File: config.mk
export PLATFORM = sky130hd
export DESIGN_NAME = clint_timer
export DESIGN_NICKNAME = d
export VERILOG_FILES = /design/src/rtl/clint_pkg.sv /design/src/rtl/clint_prescaler.sv /design/src/rtl/clint_timer.sv
export SDC_FILE = /design/constraint.sdc
export NUM_CORES = 1
export LEC_CHECK = 0
export CAP_MARGIN = 20
export CORE_AREA = 2 2 138 140
export CTS_CLUSTER_SIZE = 28
export DETAILED_ROUTE_END_ITERATION = 7
export DIE_AREA = 0 0 140 142
export PLACE_DENSITY = 0.86
export SLEW_MARGIN = 5
export SYNTH_ARGS = -nofsm -noshare
export SYNTH_HDL_FRONTEND = slang
export SYNTH_SLANG_ARGS = --single-unit
File: constraint.sdc
create_clock -name clock -period 3.4 [get_ports clock]
set_clock_uncertainty 0.2 [all_clocks]
set_input_delay 0.68 -clock clock [delete_from_list [all_inputs] [get_ports clock]]
set_output_delay 0.68 -clock clock [all_outputs]
set_load 0.03 [all_outputs]
File: src/rtl/clint_pkg.sv
// Shared register map, bus FSM states and reset constants for the CLINT.
package clint_pkg;

    localparam int MSIP_OFF        = 'h00;
    localparam int MTIMECMP_LO_OFF = 'h08;
    localparam int MTIMECMP_HI_OFF = 'h0C;
    localparam int MTIME_LO_OFF    = 'h10;
    localparam int MTIME_HI_OFF    = 'h14;
    localparam int PRESC_OFF       = 'h18;

    localparam logic [63:0] MTIMECMP_RESET = 64'hFFFF_FFFF_FFFF_FFFF;

    typedef enum logic {
        IDLE = 1'b0,
        RESP = 1'b1
    } bus_state_e;

endpackage

File: src/rtl/clint_prescaler.sv
// Tick generator for mtime: one tick every presc+1 clocks.
module clint_prescaler #(
    parameter int PRESC_W = 8
) (
    input  logic               clock,
    input  logic               reset,
    input  logic               clear,
    input  logic [PRESC_W-1:0] presc,
    output logic               tick
);

    logic [PRESC_W-1:0] count;

    assign tick = (count == presc);

    // Count up to presc and wrap; a presc write restarts the period from 0.
    always_ff @(posedge clock or negedge reset) begin
        if (!reset) begin
            count <= '0;
        end else if (clear || tick) begin
            count <= '0;
        end else begin
            count <= count + 1'b1;
        end
    end

endmodule

File: src/rtl/clint_timer.sv
// Core-local interruptor: mtime, mtimecmp, msip and presc behind a 32-bit
// valid/ready register bus, driving the core's mtip and msip inputs.
module clint_timer
    import clint_pkg::*;
#(
    parameter int                 ADDR_W      = 5,
    parameter int                 PRESC_W     = 8,
    parameter logic [PRESC_W-1:0] PRESC_RESET = '0
) (
    input  logic              clock,
    input  logic              reset,
    input  logic              io_bus_valid,
    output logic              io_bus_ready,
    input  logic              io_bus_write,
    input  logic [ADDR_W-1:0] io_bus_addr,
    input  logic [31:0]       io_bus_wdata,
    output logic              io_bus_rvalid,
    output logic [31:0]       io_bus_rdata,
    output logic              io_interrupts_mtip,
    output logic              io_interrupts_msip
);

    bus_state_e         state;
    bus_state_e         state_next;
    logic               ready_c;
    logic               rvalid_c;
    logic               accept;
    logic               wr;
    logic [ADDR_W-1:0]  word_addr;
    logic               sel_msip, sel_cmp_lo, sel_cmp_hi;
    logic               sel_mt_lo, sel_mt_hi, sel_presc;
    logic               msip_q;
    logic [63:0]        mtime;
    logic [63:0]        mtimecmp;
    logic [PRESC_W-1:0] presc;
    logic               tick;
    logic               lo_carry;
    logic               mtip_q;
    logic [31:0]        rdata_c;
    logic [31:0]        rdata_q;

    // Byte lanes [1:0] are ignored: decode on the word-aligned address.
    assign word_addr  = io_bus_addr & ~ADDR_W'(3);
    assign sel_msip   = (word_addr == ADDR_W'(MSIP_OFF));
    assign sel_cmp_lo = (word_addr == ADDR_W'(MTIMECMP_LO_OFF));
    assign sel_cmp_hi = (word_addr == ADDR_W'(MTIMECMP_HI_OFF));
    assign sel_mt_lo  = (word_addr == ADDR_W'(MTIME_LO_OFF));
    assign sel_mt_hi  = (word_addr == ADDR_W'(MTIME_HI_OFF));
    assign sel_presc  = (word_addr == ADDR_W'(PRESC_OFF));

    // Bus FSM state register.
    always_ff @(posedge clock or negedge reset) begin
        if (!reset) begin
            state <= IDLE;
        end else begin
            state <= state_next;
        end
    end

    // Bus FSM next state and handshake outputs.
    always_comb begin
        state_next = state;
        ready_c    = 1'b0;
        rvalid_c   = 1'b0;
        case (state)
            IDLE: begin
                ready_c = 1'b1;
                if (io_bus_valid) begin
                    state_next = RESP;
                end
            end
            RESP: begin
                rvalid_c   = 1'b1;
                state_next = IDLE;
            end
        endcase
    end

    assign accept        = ready_c & io_bus_valid;
    assign wr            = accept & io_bus_write;
    // ready must read 0 while reset is held even though the FSM sits in IDLE.
    assign io_bus_ready  = ready_c & reset;
    assign io_bus_rvalid = rvalid_c;
    assign io_bus_rdata  = rdata_q;

    clint_prescaler #(
        .PRESC_W (PRESC_W)
    ) u_prescaler (
        .clock (clock),
        .reset (reset),
        .clear (wr & sel_presc),
        .presc (presc),
        .tick  (tick)
    );

    // Carry into the high half is taken from the pre-write low half.
    assign lo_carry = tick & (mtime[31:0] == 32'hFFFF_FFFF);

    // mtime: bus write to a half wins over that half's increment.
    always_ff @(posedge clock or negedge reset) begin
        if (!reset) begin
            mtime <= '0;
        end else begin
            if (wr && sel_mt_lo) begin
                mtime[31:0] <= io_bus_wdata;
            end else if (tick) begin
                mtime[31:0] <= mtime[31:0] + 32'd1;
            end
            if (wr && sel_mt_hi) begin
                mtime[63:32] <= io_bus_wdata;
            end else if (lo_carry) begin
                mtime[63:32] <= mtime[63:32] + 32'd1;
            end
        end
    end

    // Software-visible configuration registers.
    always_ff @(posedge clock or negedge reset) begin
        if (!reset) begin
            mtimecmp <= MTIMECMP_RESET;
            msip_q   <= 1'b0;
            presc    <= PRESC_RESET;
        end else if (wr) begin
            if (sel_cmp_lo) mtimecmp[31:0]  <= io_bus_wdata;
            if (sel_cmp_hi) mtimecmp[63:32] <= io_bus_wdata;
            if (sel_msip)   msip_q          <= io_bus_wdata[0];
            if (sel_presc)  presc           <= io_bus_wdata[PRESC_W-1:0];
        end
    end

    // Timer interrupt: registered unsigned 64-bit compare.
    always_ff @(posedge clock or negedge reset) begin
        if (!reset) begin
            mtip_q <= 1'b0;
        end else begin
            mtip_q <= (mtime >= mtimecmp);
        end
    end

    assign io_interrupts_mtip = mtip_q;
    assign io_interrupts_msip = msip_q;

    // Read mux; unmapped words read as zero.
    always_comb begin
        rdata_c = '0;
        if (sel_msip)        rdata_c = {31'b0, msip_q};
        else if (sel_cmp_lo) rdata_c = mtimecmp[31:0];
        else if (sel_cmp_hi) rdata_c = mtimecmp[63:32];
        else if (sel_mt_lo)  rdata_c = mtime[31:0];
        else if (sel_mt_hi)  rdata_c = mtime[63:32];
        else if (sel_presc)  rdata_c = 32'(presc);
    end

    // Response data captured at acceptance and held through RESP; writes return 0.
    always_ff @(posedge clock or negedge reset) begin
        if (!reset) begin
            rdata_q <= '0;
        end else if (accept) begin
            rdata_q <= io_bus_write ? 32'd0 : rdata_c;
        end
    end

endmodule

==> impl_metrics.yaml, run 1 <==
status:
  outcome: "complete, but fails checks"
  violations: "DRC"
setup_path:
  required_ns: 3.51
  r2r_start: "mtime[0]"
  worstSetupEndpointType: "register"
  cp.arrival_ns: 3.22
  r2r_end: "io_interrupts_mtip"
  crit_path_max_fanout: 4
  reg2reg_depth: 10
  r2r_slack_ns: 0.29
  startpoint_type: "register"
  crit_type: "reg -> reg"
synth:
  netlist_area_um2: 10800
  yosysUniqueCellTypes: 55
  synthArstFlopShare: 1.00
  synth-main-ff-cell: "dfrtp_1"
  syn_nets: 1333
  synth_edf_count: 0
  yosysWarnings: 0
  syn_area_per_cell_um2: 8.81
  postSynthCellCount: 1225
  yosys_register_bits: 179
  ys_seq_area_frac: 0.423
clock_network:
  insertion_delay_ns: 0.44
  clock_path_buffers: 2
  post_cts_buffers: 0
  cts.sinks: 179
  cts.repair.resized: 0
  cts.htree.levels: 4
  cts_buffers: 17
  cts_tree: "done"
  ctsHoldBuffers: 0
  cts_root_buf: "clkbuf_16"
  clk_pin_slew_ns: 0.07
sta:
  tns_ns: 0
  min_period_ns: 3.11
  whs_ns: 0.246
  slew_headroom: 0.365
  max_freq_mhz: 321
  tightest_slew_ns: 0.952
  fin_ws_ns: 0.287
  rsz0062_at_grt: "false"
  finalSetupViolCount: 0
  period_share: 0.916
  final-hold-violation-count: 0
  finalMaxSlewViolations: 0
floorplan:
  initial_utilization: 0.585
  coreArea_um2: 18500
  dieArea_um2: 19900
  rows: 50
  io_pins: 77
  dieHeight_um: 142
  chipWidth_um: 140
finish:
  final_common_cell: "nand2_1"
  antenna_cells: 0
  final_cell_mix: "nand2_1, o21ai_0, dfrtp_1, inv_1, clkdlybuf4s50_1"
  final_util: 0.677
  final_cell_area_um2: 12500
  syn_to_final_growth_pct: 15.7
  nets: 1393
  drive_above_1_share: 0.121
placement:
  placed_area_um2: 11900
  gp_congestion: 0.903
  place_ws_ns: 0.354
  io_buffers: 74
  dp_hpwl_um: 19500
global_routing:
  first_global_vias: 9106
  antenna_found_initial: 0
  globalRoute.totalOverflow: 0
  grt_pass1_wl_um: 46500
  grt_max_degree: 180
  groute.usage.overall: 0.293
routing:
  first_pass_iters: 8
  antenna_left: 0
  drt_iter0_markers: 829
  avgRoutedWirePerCell_um: 18.6
  routed_wl_um: 28500
  dr_total_vias: 9507
  viasPerCell: 6.21
  drc: 7
pwr:
  peakVddDrop_mv: 0.424
  power_density_nw_per_um2: 602
  leakage_nw: 5.44
min_path:
  holdCritPathClass: "in -> async"
job:
  drv_cap: 0
synth_stat cells, types with 9 or more instances:
cell type | count | share of area
o21ai_0 | 130 | 0.060
or4_1 | 9 | 0.0063
nor3_1 | 15 | 0.0070
ha_1 | 67 | 0.078
xnor2_1 | 9 | 0.0073
clkbuf_1 | 58 | 0.020
dfstp_2 | 64 | 0.16
o221ai_1 | 25 | 0.020
nand3_1 | 44 | 0.020
mux2i_1 | 49 | 0.045
and3_1 | 24 | 0.014
inv_1 | 78 | 0.027
xor2_1 | 42 | 0.034
nor2_1 | 63 | 0.022
nand4_1 | 33 | 0.019
dfrtp_1 | 115 | 0.27
a31oi_1 | 9 | 0.0052
a21oi_1 | 46 | 0.021
a21o_1 | 9 | 0.0063
mux2_2 | 13 | 0.014
nand2_1 | 219 | 0.076
critical path, cell delays in order, from the launching register on:
cell and delay, ns:
dfrtp_1 0.41, inv_1 0.10, ha_1 0.31, nand2b_1 0.15, a2111oi_0 0.49, buf_4 0.21
o311ai_0 0.22, a2111oi_0 0.49, buf_4 0.20, o31a_1 0.12, o21ai_0 0.08
through the flow:
stage / total power [W] / std cells
after floorplan: 0.00464 / 1225
after global placement: 0.00528 / 1500
after detailed placement: 0.00542 / 1500
after CTS: 0.00750 / 1532
after global routing: 0.00795 / 1532
final: 0.00751 / 1532
power breakdown:
group	leakage, nW	total, W	switching (W)	internal [W]
logic	3.10	0.00225	0.00129	0.000963
registers	2.05	0.00321	0.000470	0.00274
clock network	0.295	0.00205	0.000866	0.00119
total	5.44	0.00751	0.00262	0.00489
flip-flops by register name (all words and copies together), names as in the netlist:
signal / cells
state: 1
mtimecmp: 64
io_interrupts_msip: 1
io_interrupts_mtip: 1
io_bus_rdata: 32
presc: 8
mtime: 64
u_prescaler.count: 8
kinds of logic (layout without fill, tap and decap cells):
kind of cell,count (synthesis),in the layout,share of synthesized area
simple gates,461,461,0.203
compound gates,262,262,0.146
flops,179,179,0.423
buf+inv,143,216,0.0503
fa+ha+maj,67,67,0.0777
mux,62,62,0.0590
xor+xnor,51,51,0.0414
how the worst max path moves through the flow:
stage                               from                 end  slack (ns)  cells past startpoint
finish                          mtime[0]  io_interrupts_mtip        0.29                     10
global route        u_prescaler.count[0]           mtime[44]        0.11                      6
CTS                 u_prescaler.count[0]           mtime[44]        0.36                      6
detailed placement          io_bus_write           mtime[62]        0.35                      8
global placement            io_bus_write           mtime[62]        0.40                      8
floorplan                       presc[1]           mtime[48]        0.78                      7
per-layer routing:
metal  GRT usage  wire length, um  vias to the layer above
met5           0                0                        -
met4       0.108              685                        0
met3      0.0532             2110                       65
met2       0.471            13300                      410
met1       0.402            12400                     4597
li1            -                -                     4435
layout make-up:
class / count / area [um2]
Fill cell: 1404 / 5970
Sequential cell: 179 / 4560
Clock buffer: 22 / 494
Tap cell: 234 / 293
Timing Repair Buffer: 106 / 1000
Inverter: 78 / 293
Clock inverter: 10 / 123
Multi-Input combinational cell: 903 / 5720
Note: power is estimated with default switching activity, not from simulation.
==> inputs of run 2 (changes only) <==
Settings changed: PLACE_DENSITY 0.86 to 0.83.
==> impl_metrics.yaml, run 2 (synthesis results as in run 1) <==
global_routing:
  globalRoute.totalOverflow: 0
  groute.usage.overall: 0.302
  antenna_found_initial: 0
  first_global_vias: 9391
  grt_max_degree: 180
  grt_pass1_wl_um: 48000
setup_path:
  r2r_end: "mtime[41]"
  max_stage_delay_ns: 0.62
  r2r_slack_ns: 0.31
  crit_path_start: "presc[7]"
  worstSetupEndpointType: "register"
  cp_slowest_cell: "or4b_1"
  cp.arrival_ns: 3.25
  startpoint_type: "register"
  crit_type: "reg -> reg"
  crit_path_max_fanout: 10
  worstPathCellList: "xor2_1, nor3b_1, and4_2, nand4_1, or4b_1, a31oi_1"
  reg2reg_depth: 6
  critPathCapture: "mtime[41]"
  r2r_start: "presc[7]"
  required_ns: 3.56
clock_network:
  cts_buffers: 17
  cts_root_buf: "clkbuf_16"
  ctsHoldBuffers: 0
  cts_tree: "done"
  clock_path_buffers: 2
  cts.htree.levels: 4
  insertion_delay_ns: 0.45
  cts.sinks: 179
  clk_pin_slew_ns: 0.07
sta:
  rsz0062_at_grt: "false"
  slew_headroom: 0.284
  finalMaxSlewViolations: 0
  tns_ns: 0
  final-hold-violation-count: 0
  finalSetupViolCount: 0
  period_share: 0.908
  tightest_slew_ns: 1.07
  max_freq_mhz: 324
  min_period_ns: 3.09
placement:
  dp_hpwl_um: 20200
  io_buffers: 74
  gp_congestion: 0.881
  placed_area_um2: 11900
pwr:
  leakage_nw: 5.45
  peakVddDrop_mv: 0.399
  power_density_nw_per_um2: 605
floorplan:
  rows: 50
  coreArea_um2: 18500
  dieArea_um2: 19900
  initial_utilization: 0.585
  chipWidth_um: 140
  dieHeight_um: 142
  io_pins: 77
finish:
  nets: 1395
  final_cell_area_um2: 12500
  final_cell_mix: "nand2_1, o21ai_0, dfrtp_1, inv_1, clkdlybuf4s50_1"
  fillers: 1382
  syn_to_final_growth_pct: 15.7
  final_common_cell: "nand2_1"
  antenna_cells: 0
  drive_above_1_share: 0.123
routing:
  first_pass_iters: 8
  drc: 5
  antenna_left: 0
  routed_wl_um: 29000
  drt_iter0_markers: 1166
  dr_total_vias: 9531
  avgRoutedWirePerCell_um: 18.9
  viasPerCell: 6.21
status:
  violations: "DRC"
  outcome: "complete, but fails checks"
min_path:
  holdCritPathClass: "in -> async"
job:
  drv_cap: 0
[run 2: worst max-delay path: cells and delay by family (launching register included)]
family,cells,cell delay [ns]
xor+xnor,1,0.20
flops,1,0.43
compound gates,1,0.19
simple gates,4,1.98
[run 2: through the flow]
step	hold WS [ns]	util	total power [W]	setup slack (ns)	instances
floorplan	0.184	-	0.00464	0.777	1225
global placement	0.250	0.644	0.00530	0.437	1502
detailed placement	0.258	0.644	0.00545	0.245	1502
CTS	0.274	0.677	0.00754	0.226	1534
global route	0.294	0.677	0.00798	0.179	1534
finish	0.133	0.677	0.00755	0.314	1534
[run 2: how the worst min path moves through the flow]
stage,to,start,cells past startpoint,slack (ns)
after floorplan,io_bus_rdata[0],reset,0,0.18
after global placement,io_bus_rdata[27],io_bus_rdata[27],2,0.25
after detailed placement,io_bus_rdata[30],io_bus_rdata[30],2,0.26
after CTS,io_bus_rdata[30],io_bus_rdata[30],2,0.27
after global routing,u_prescaler.count[6],reset,2,0.29
final,io_bus_rdata[1],reset,2,0.13
[run 2: area by class of cell]
class                   instances  area [um2]  share of cell area
clock buffers                  18         439              0.0352
clock inverters                14         164              0.0131
inverters                      78         293              0.0234
multi-input cells             903        5720               0.458
flip-flops and latches        179        4560               0.365
well taps                     234         293              0.0234
repair buffers                108        1020              0.0815
[run 2: routing by layer]
layer | track usage | wire length [um] | vias up
met3 | 0.0471 | 2050 | 65
met1 | 0.422 | 12700 | 4638
met5 | 0 | 0 | -
met2 | 0.481 | 13600 | 397
li1 | - | - | 4431
met4 | 0.112 | 663 | 0
[run 2: what timing repair did]
item,in CTS,in global routing
gates resized for setup,0,1
setup endpoints to repair,0,1
setup buffers,0,0
[run 2: where the power goes]
part | internal [W] | switching [W] | total, W
Sequential | 0.00274 | 0.000473 | 0.00322
Clock | 0.00113 | 0.000940 | 0.00207
Combinational | 0.000972 | 0.00130 | 0.00227
Total | 0.00484 | 0.00271 | 0.00755
